$ cat config.mk
export PLATFORM = sky130hd
export DESIGN_NAME = divisor_subtrai_desloca_flat
export DESIGN_NICKNAME = d
export VERILOG_FILES = /design/src/rtl/divisor_subtrai_desloca_if.sv /design/src/rtl/divisor_subtrai_desloca.sv /design/src/flat_wrapper.sv
export SDC_FILE = /design/constraint.sdc
export NUM_CORES = 1
export LEC_CHECK = 0
export CAP_MARGIN = 0
export CORE_MARGIN = 8
export CORE_UTILIZATION = 35
export CTS_CLUSTER_DIAMETER = 50
export DETAILED_ROUTE_END_ITERATION = 6
export GPL_TIMING_DRIVEN = 1
export SLEW_MARGIN = 15
export SYNTH_ARGS = -nofsm -noshare
export SYNTH_HDL_FRONTEND = slang
export SYNTH_SLANG_ARGS = --single-unit
$ cat constraint.sdc
create_clock -name clk -period 2.24 [get_ports clk]
set_input_delay 0.448 -clock clk [delete_from_list [all_inputs] [get_ports clk]]
set_output_delay 0.448 -clock clk [all_outputs]
set_load 0.05 [all_outputs]
$ cat src/rtl/divisor_subtrai_desloca_if.sv
// Start/done/idle handshake and operand/result bundle
// shared by the restoring divider and its driver.
interface divisor_subtrai_desloca_if #(
    parameter int N = 4
);
    logic           st;
    logic [2*N-1:0] dividendo;
    logic [N-1:0]   divisor;
    logic           done;
    logic           idle;
    logic [N-1:0]   quociente;
    logic [N-1:0]   resto;
    logic           estouro;

    modport master (
        output st, dividendo, divisor,
        input  done, idle, quociente, resto, estouro
    );

    modport slave (
        input  st, dividendo, divisor,
        output done, idle, quociente, resto, estouro
    );
endinterface

$ cat src/rtl/divisor_subtrai_desloca.sv
// Restoring shift-subtract unsigned divider: 2N-bit dividend by
// N-bit divisor, one quotient bit per clock, st/done/idle handshake.
module divisor_subtrai_desloca #(
    parameter int N = 4
) (
    input  logic                  clk,
    input  logic                  rst,
    divisor_subtrai_desloca_if.slave bus
);
    localparam int CW = $clog2(N + 1);

    typedef enum logic [1:0] {IDLE, RUN, DONE} state_t;

    state_t         state, state_nx;
    logic [2*N:0]   acc, acc_nx, sh;
    logic [N:0]     top, dif;
    logic [N-1:0]   dvs;
    logic [CW-1:0]  cnt;
    logic [N-1:0]   quo_r, rem_r;
    logic           ovf_r;
    logic           ovf;
    logic           last;

    // upper half >= divisor means the quotient cannot fit (also covers /0)
    assign ovf  = bus.dividendo[2*N-1:N] >= bus.divisor;
    assign last = cnt == CW'(1);

    always_comb begin
        sh     = acc << 1;
        top    = sh[2*N:N];
        dif    = top - {1'b0, dvs};
        acc_nx = sh;
        if (top >= {1'b0, dvs}) begin
            acc_nx[2*N:N] = dif;
            acc_nx[0]     = 1'b1;
        end else begin
            acc_nx[0]     = 1'b0;
        end
    end

    always_comb begin
        state_nx = state;
        unique case (state)
            IDLE:    if (bus.st) state_nx = ovf ? DONE : RUN;
            RUN:     if (last) state_nx = DONE;
            DONE:    state_nx = IDLE;
            default: state_nx = IDLE;
        endcase
    end

    always_ff @(posedge clk) begin
        if (rst) state <= IDLE;
        else     state <= state_nx;
    end

    always_ff @(posedge clk) begin
        if (rst) begin
            acc   <= '0;
            cnt   <= '0;
            dvs   <= '0;
            quo_r <= '0;
            rem_r <= '0;
            ovf_r <= 1'b0;
        end else begin
            unique case (state)
                IDLE: begin
                    if (bus.st) begin
                        dvs <= bus.divisor;
                        if (ovf) begin
                            quo_r <= '0;
                            rem_r <= '0;
                            ovf_r <= 1'b1;
                        end else begin
                            acc <= {1'b0, bus.dividendo};
                            cnt <= CW'(N);
                        end
                    end
                end
                RUN: begin
                    acc <= acc_nx;
                    cnt <= cnt - CW'(1);
                    if (last) begin
                        quo_r <= acc_nx[N-1:0];
                        rem_r <= acc_nx[2*N-1:N];
                        ovf_r <= 1'b0;
                    end
                end
                default: ;
            endcase
        end
    end

    assign bus.idle      = state == IDLE;
    assign bus.done      = state == DONE;
    assign bus.quociente = quo_r;
    assign bus.resto     = rem_r;
    assign bus.estouro   = ovf_r;
endmodule
$ cat src/flat_wrapper.sv
// flat-port wrapper written by rule: the top's interface ports become plain ports
module divisor_subtrai_desloca_flat 
#(
    parameter int N = 4
)
  (clk, rst, bus_st, bus_dividendo, bus_divisor, bus_done, bus_idle, bus_quociente, bus_resto, bus_estouro);
  divisor_subtrai_desloca_if #(.N(N)) bus_i ();
  input  logic clk;
  input  logic rst;
  input wire logic [$bits(bus_i.st)-1:0] bus_st;
  input wire logic [$bits(bus_i.dividendo)-1:0] bus_dividendo;
  input wire logic [$bits(bus_i.divisor)-1:0] bus_divisor;
  output wire logic [$bits(bus_i.done)-1:0] bus_done;
  output wire logic [$bits(bus_i.idle)-1:0] bus_idle;
  output wire logic [$bits(bus_i.quociente)-1:0] bus_quociente;
  output wire logic [$bits(bus_i.resto)-1:0] bus_resto;
  output wire logic [$bits(bus_i.estouro)-1:0] bus_estouro;
  assign bus_i.st = bus_st;
  assign bus_i.dividendo = bus_dividendo;
  assign bus_i.divisor = bus_divisor;
  assign bus_done = bus_i.done;
  assign bus_idle = bus_i.idle;
  assign bus_quociente = bus_i.quociente;
  assign bus_resto = bus_i.resto;
  assign bus_estouro = bus_i.estouro;
  divisor_subtrai_desloca #(.N(N)) u_core (.clk(clk), .rst(rst), .bus(bus_i));
endmodule
==> results_dict.tcl, run 1 <==
set metrics [dict create \
    syn_nets 192 \
    clockBufferDepth 2 \
    ys.flop_type "dfxtp_1" \
    maxCapViolations 0 \
    max_stage_delay_ns 0.48 \
    die_h_um 80.9 \
    layout-drive-gt1-share_pct 19.9 \
    regToRegSetupSlack_ns 0.27 \
    synth_edf_count 0 \
    clk_latency_ns 0.27 \
    ioPinCount 26 \
    antenna_cells 0 \
    antenna_found_initial 0 \
    die_x_um 80.9 \
    crit_chain "clkdlybuf4s50_1, inv_1, ha_1, o211ai_2, o21ai_4, buf_4, nor4_2, buf_4, a221o_1" \
    synth.cell_area_um2 1470 \
    hp-start "u_core.bus.quociente[1]" \
    r2r-start "u_core.dvs[1]" \
    drt_iter0_markers 35 \
    critical_path.top_delay_family "buffers and inverters" \
    place_congestion 0.813 \
    cts-root-buf "clkbuf_8" \
    wl_per_cell_um 14.1 \
    crit_arrival_ns 2.35 \
    min_path_cells 2 \
    grt_pass1_wl_um 6120 \
    grt_max_degree 16 \
    first_pass_iters 4 \
    cts_tree "yes" \
    synth-seq-cells 26 \
    final-setup-viol-count 0 \
    grt_use_total_pct 11.5 \
    crit_type "input pin to flip-flop" \
    cts_hold_buffers 0 \
    grt_pass1_vias 1358 \
    path_max_fanout 7 \
    fin_crit_ns 2.18 \
    synth.distinct_cells 46 \
    yosys.area.top_type "dfxtp_1" \
    status "finished clean" \
    p_leak_nw 0.752 \
    clock-sinks 26 \
    numCtsBuffers 3 \
    slowest_stage "clkdlybuf4s50_1" \
    synth_most_common_cell "dfxtp_1" \
    hold_end "u_core.bus.quociente[1]" \
    r2r_end "u_core.acc[4]" \
    dp_hpwl_um 2970 \
    synthCells 166 \
    routed_wl_um 3600 \
    row_count 23 \
    fmax_mhz 459 \
    vias 1290 \
    cp-end-kind "flip-flop" \
    synth.top_cell.area_share_pct 35.3 \
    tightest_slew_ns 0.510 \
    h-tree-depth 1 \
    max_slew_margin_pct 65.9 \
    power_density_nw_per_um2 720 \
    netlist_top_cells_area "dfxtp_1 (35%), ha_1 (8.5%), a21oi_1 (5.1%)" \
    core_area_um2 4030 \
    crit_buf_inv 4 \
    antenna_left 0 \
    dp.cells 250 \
    crit_required_ns 2.41 \
    fin_crit_sh_pct 97.2 \
    cp-start-kind "input pin" \
    nets 233 \
    synth_seq_area_share_pct 35.3 \
    yosysWarnings 0 \
    layout.cells.non_filler 256 \
    finalPower_mw 1.41 \
    clock_skew_ns 0.00643 \
    ff2ff_path_depth 7 \
    overflow 0 \
    ir_drop_mv 0.265 \
    dieArea_um2 6540 \
    initial_core_util_pct 36.6 \
    avgSynthCellArea_um2 8.88 \
    cp_common_cell "buf_4" \
    maxSlewViolCount 0 \
    viasPerCell 5.04 \
    synth_common_cells "dfxtp_1 (26), nand2_1 (20), nor2_1 (16), a21oi_1 (15), inv_1 (15)" \
    hold_path.class "flip-flop to flip-flop" \
    area_growth_pct 33.1 \
    path_clk_slew_ns 0.10 \
    async_flop_share_pct 0 \
    hold_viol 0 \
    io_buffers 25 \
    drc_errors 0 \
    fillers 391 \
]
[registers in the layout, indices dropped and copies added (netlist names)]
signal,cells
u_core.state,2
u_core.cnt,3
u_core.dvs,4
u_core.acc,8
u_core.bus.quociente,4
u_core.bus.estouro,1
u_core.bus.resto,4
[area by class of cell]
| type | instances | area, µm² | share of cell area (%) |
|---|---|---|---|
| clock buffers | 3 | 41.3 | 2.10 |
| inverters | 15 | 56.3 | 2.87 |
| well taps | 50 | 62.6 | 3.19 |
| repair buffers | 41 | 372 | 18.9 |
| multi-input cells | 120 | 880 | 44.8 |
| clock inverters | 1 | 30.0 | 1.53 |
| flip-flops and latches | 26 | 520 | 26.5 |
[stage by stage]
step	area [µm²]	setup TNS, ns	setup WS, ns	utilization [%]	hold WS, ns
after floorplan	1470	0	0.379	-	0.454
after global placement	1860	-1.65	-0.142	46.2	0.444
after detailed placement	1860	-2.76	-0.215	46.2	0.449
after CTS	1930	0	0.0685	48.0	0.463
after global routing	1960	-0.00805	-0.00805	48.7	0.485
final	1960	0	0.0632	48.7	0.458
[worst max path at each step]
stage,endpoint,startpoint,slack (ns),cells after the start
final,u_core.acc[0],bus_divisor[3],0.06,9
after global routing,u_core.acc[6],bus_divisor[3],-0.008,9
after floorplan,u_core.acc[0],bus_divisor[3],0.38,7
after CTS,u_core.bus.resto[2],bus_divisor[3],0.07,7
after global placement,u_core.bus.resto[2],bus_divisor[3],-0.14,7
after detailed placement,u_core.bus.resto[2],bus_divisor[3],-0.22,7
[repair_timing]
item	CTS	global route
endpoints found under the setup margin	0	4
resized for setup	0	3
setup buffers	0	2
[tightest hold or removal path, cell delays in order, from the launching register on]
cell     delay [ns]
dfxtp_1        0.32
nand2_1        0.05
a21oi_1        0.05
[layout by cell type, fill, tap and decap left out, types with 2 or more instances in the layout]
master | synthesis | layout
a211oi_1 | 2 | 2
a211oi_2 | 2 | 2
a21oi_1 | 15 | 14
a221o_1 | 2 | 2
a311oi_1 | 3 | 2
buf_4 | 0 | 16
clkbuf_8 | 0 | 3
clkdlybuf4s50_1 | 0 | 24
dfxtp_1 | 26 | 26
ha_1 | 10 | 10
inv_1 | 15 | 15
nand2_1 | 20 | 20
nand2b_1 | 5 | 5
nand3_1 | 3 | 3
nor2_1 | 16 | 16
nor2b_1 | 3 | 3
o21a_1 | 2 | 2
o21ai_0 | 4 | 4
o21ai_4 | 3 | 3
o221ai_1 | 2 | 2
o2bb2ai_1 | 2 | 2
or2_2 | 2 | 2
[where the power goes]
group          switching [mW]  leakage (nW)  internal (mW)
registers              0.0341         0.213          0.505
clock network           0.152        0.0357          0.239
logic                   0.263         0.504          0.221
[logic make-up (layout without fill, tap and decap cells)]
group	count (synthesis)	after routing	synth area share, %
simple gates	60	60	21.1
flops	26	26	35.3
fa+ha+maj	11	11	9.85
mux	2	2	1.44
xor+xnor	2	2	1.19
buf+inv	20	60	5.69
compound gates	45	45	25.4
[routing by layer]
metal / GRT usage [%] / up-vias / part of all wire (%)
met5: 0 / - / 0
met4: 3.39 / 0 / 1.4
met3: 1.99 / 7 / 2.3
met2: 21.3 / 12 / 51
met1: 13.0 / 615 / 45
li1: - / 656 / -
(Power assumes the default switching activity.)
==> inputs of run 2 (changes only) <==
--- a/config.mk
+++ b/config.mk
@@ -10,7 +10,6 @@
 export CORE_UTILIZATION = 35
 export CTS_CLUSTER_DIAMETER = 50
 export DETAILED_ROUTE_END_ITERATION = 6
-export GPL_TIMING_DRIVEN = 1
 export SLEW_MARGIN = 15
 export SYNTH_ARGS = -nofsm -noshare
 export SYNTH_HDL_FRONTEND = slang
==> results of run 2 <==
Final layout, timing and power as in run 1 (identical DEF).
==> inputs of run 3 (changes only) <==
--- a/config.mk
+++ b/config.mk
@@ -7,9 +7,11 @@
 export LEC_CHECK = 0
 export CAP_MARGIN = 0
 export CORE_MARGIN = 8
-export CORE_UTILIZATION = 35
+export CORE_UTILIZATION = 46
 export CTS_CLUSTER_DIAMETER = 50
+export CTS_CLUSTER_SIZE = 30
 export DETAILED_ROUTE_END_ITERATION = 6
+export PLACE_DENSITY = 0.71
 export SLEW_MARGIN = 15
 export SYNTH_ARGS = -nofsm -noshare
 export SYNTH_HDL_FRONTEND = slang
==> run 3 against run 2 <==
Design area fell by 2.4%. Wire length rose by 6.4%. Core utilization rose by 14 points. Clock skew fell by 0.0021 ns. Largest cell class unchanged.
==> results_dict.tcl, run 3 (synthesized netlist as in run 1, its figures left out) <==
set metrics [dict create \
    status "finished clean" \
    hold_viol 0 \
    routed_wl_um 3830 \
    max_slew_margin_pct 65.1 \
    slowest_stage "clkdlybuf4s50_1" \
    final-setup-viol-count 0 \
    initial_core_util_pct 48.3 \
    cts_hold_buffers 0 \
    layout-drive-gt1-share_pct 18.5 \
    clk_latency_ns 0.32 \
    multi_input_area_um2 870 \
    cts_setup_buffers 0 \
    finalPower_mw 1.35 \
    h-tree-depth 1 \
    hold_end "u_core.bus.quociente[0]" \
    grt_pass1_wl_um 6600 \
    place_congestion 0.798 \
    io_buffers 25 \
    crit_required_ns 2.46 \
    antenna_found_initial 0 \
    cp-end-kind "flip-flop" \
    dp_hpwl_um 3050 \
    cts_resized 0 \
    cts-root-buf "clkbuf_4" \
    clockBufferDepth 2 \
    core_area_um2 3050 \
    tightest_slew_ns 0.521 \
    rsz0062_at_grt "false" \
    r2r-start "u_core.dvs[1]" \
    min_path_cells 2 \
    clock_skew_ns 0.00433 \
    drt_iter0_markers 58 \
    hold_path.class "flip-flop to flip-flop" \
    dieArea_um2 5270 \
    power_density_nw_per_um2 705 \
    place_area_um2 1860 \
    r2r_end "u_core.acc[4]" \
    fin_crit_sh_pct 93.3 \
    overflow 0 \
    fmax_mhz 479 \
    ioPinCount 26 \
    antenna_cells 0 \
    fillers 284 \
    crit_arrival_ns 2.31 \
    fin_crit_ns 2.09 \
    antenna_left 0 \
    path_max_fanout 7 \
    maxSlewViolCount 0 \
    die_h_um 72.6 \
    vias 1309 \
    drc_errors 0 \
    seqCellArea_um2 520 \
    largest_reg_flops 8 \
    layout_commonest_cell "dfxtp_1" \
    die_x_um 72.6 \
    crit_chain "clkdlybuf4s50_1, inv_1, ha_1, a21oi_1, o21ai_4, o21a_1, a211oi_1, nor3_2" \
    row_count 20 \
    ff2ff_path_depth 7 \
    grt_pass1_vias 1460 \
    grt_max_degree 16 \
    regToRegSetupSlack_ns 0.22 \
    max_stage_delay_ns 0.47 \
    hp-start "u_core.bus.quociente[0]" \
    wl_per_cell_um 15.4 \
    numCtsBuffers 3 \
    clock-sinks 26 \
    maxCapViolations 0 \
    area_growth_pct 29.9 \
    grt_use_total_pct 15.5 \
    postLayoutCellArea_um2 1910 \
    ir_drop_mv 0.409 \
    cp-start-kind "input pin" \
    top_register "u_core.acc" \
    nets 232 \
    crit_type "input pin to flip-flop" \
    first_pass_iters 4 \
    cts_tree "yes" \
    path_clk_slew_ns 0.15 \
    p_leak_nw 0.737 \
    layout_common_cells "dfxtp_1 (26), clkdlybuf4s50_1 (24), nand2_1 (20)" \
    viasPerCell 5.26 \
]
-- run 3: routing by layer --
metal / global-route usage [%] / vias to the layer above / share of wire, %
met4: 6.00 / 0 / 0.68
met1: 17.6 / 630 / 43
li1: - / 656 / -
met5: 0 / - / 0
met3: 3.30 / 4 / 3.9
met2: 27.3 / 19 / 52
-- run 3: area by class of cell --
class,count,area share [%]
Inverter,15,2.94
Timing Repair Buffer,40,18.8
Clock inverter,1,1.57
Sequential cell,26,27.2
Clock buffer,3,1.18
Tap cell,44,2.88
Multi-Input combinational cell,120,45.4
-- run 3: worst max path at each step --
| stage | cells past startpoint | slack [ns] | endpoint | from |
|---|---|---|---|---|
| 2_1_floorplan | 7 | 0.38 | u_core.acc[0] | bus_divisor[3] |
| 3_3_place_gp | 7 | -0.14 | u_core.bus.resto[2] | bus_divisor[3] |
| 3_5_place_dp | 7 | -0.17 | u_core.bus.resto[2] | bus_divisor[3] |
| 4_1_cts | 8 | 0.17 | u_core.acc[7] | bus_divisor[3] |
| 5_1_grt | 9 | 0.04 | u_core.acc[3] | bus_divisor[3] |
| 6_report | 8 | 0.15 | u_core.acc[7] | bus_divisor[3] |
-- run 3: critical path, delay by kind of cell --
family          cells  cell delay [ns]
fa+ha+maj           1             0.32
simple gates        1             0.09
buf+inv             2             0.52
compound gates      4             0.94
-- run 3: through the flow --
| stage | hold slack, ns | worst slack, ns | setup TNS, ns | utilization, % | std cells |
|---|---|---|---|---|---|
| 6_report | 0.467 | 0.150 | 0 | 62.7 | 249 |
| 4_1_cts | 0.474 | 0.168 | 0 | 62.7 | 249 |
| 3_3_place_gp | 0.446 | -0.137 | -1.63 | 61.0 | 245 |
| 2_1_floorplan | 0.454 | 0.379 | 0 | - | 166 |
| 5_1_grt | 0.485 | 0.0378 | 0 | 62.7 | 249 |
| 3_5_place_dp | 0.455 | -0.171 | -2.26 | 61.0 | 245 |
-- run 3: power breakdown --
part	internal [mW]	switching, mW
Clock	0.181	0.143
Sequential	0.505	0.0315
Combinational	0.216	0.272
Total	0.902	0.447
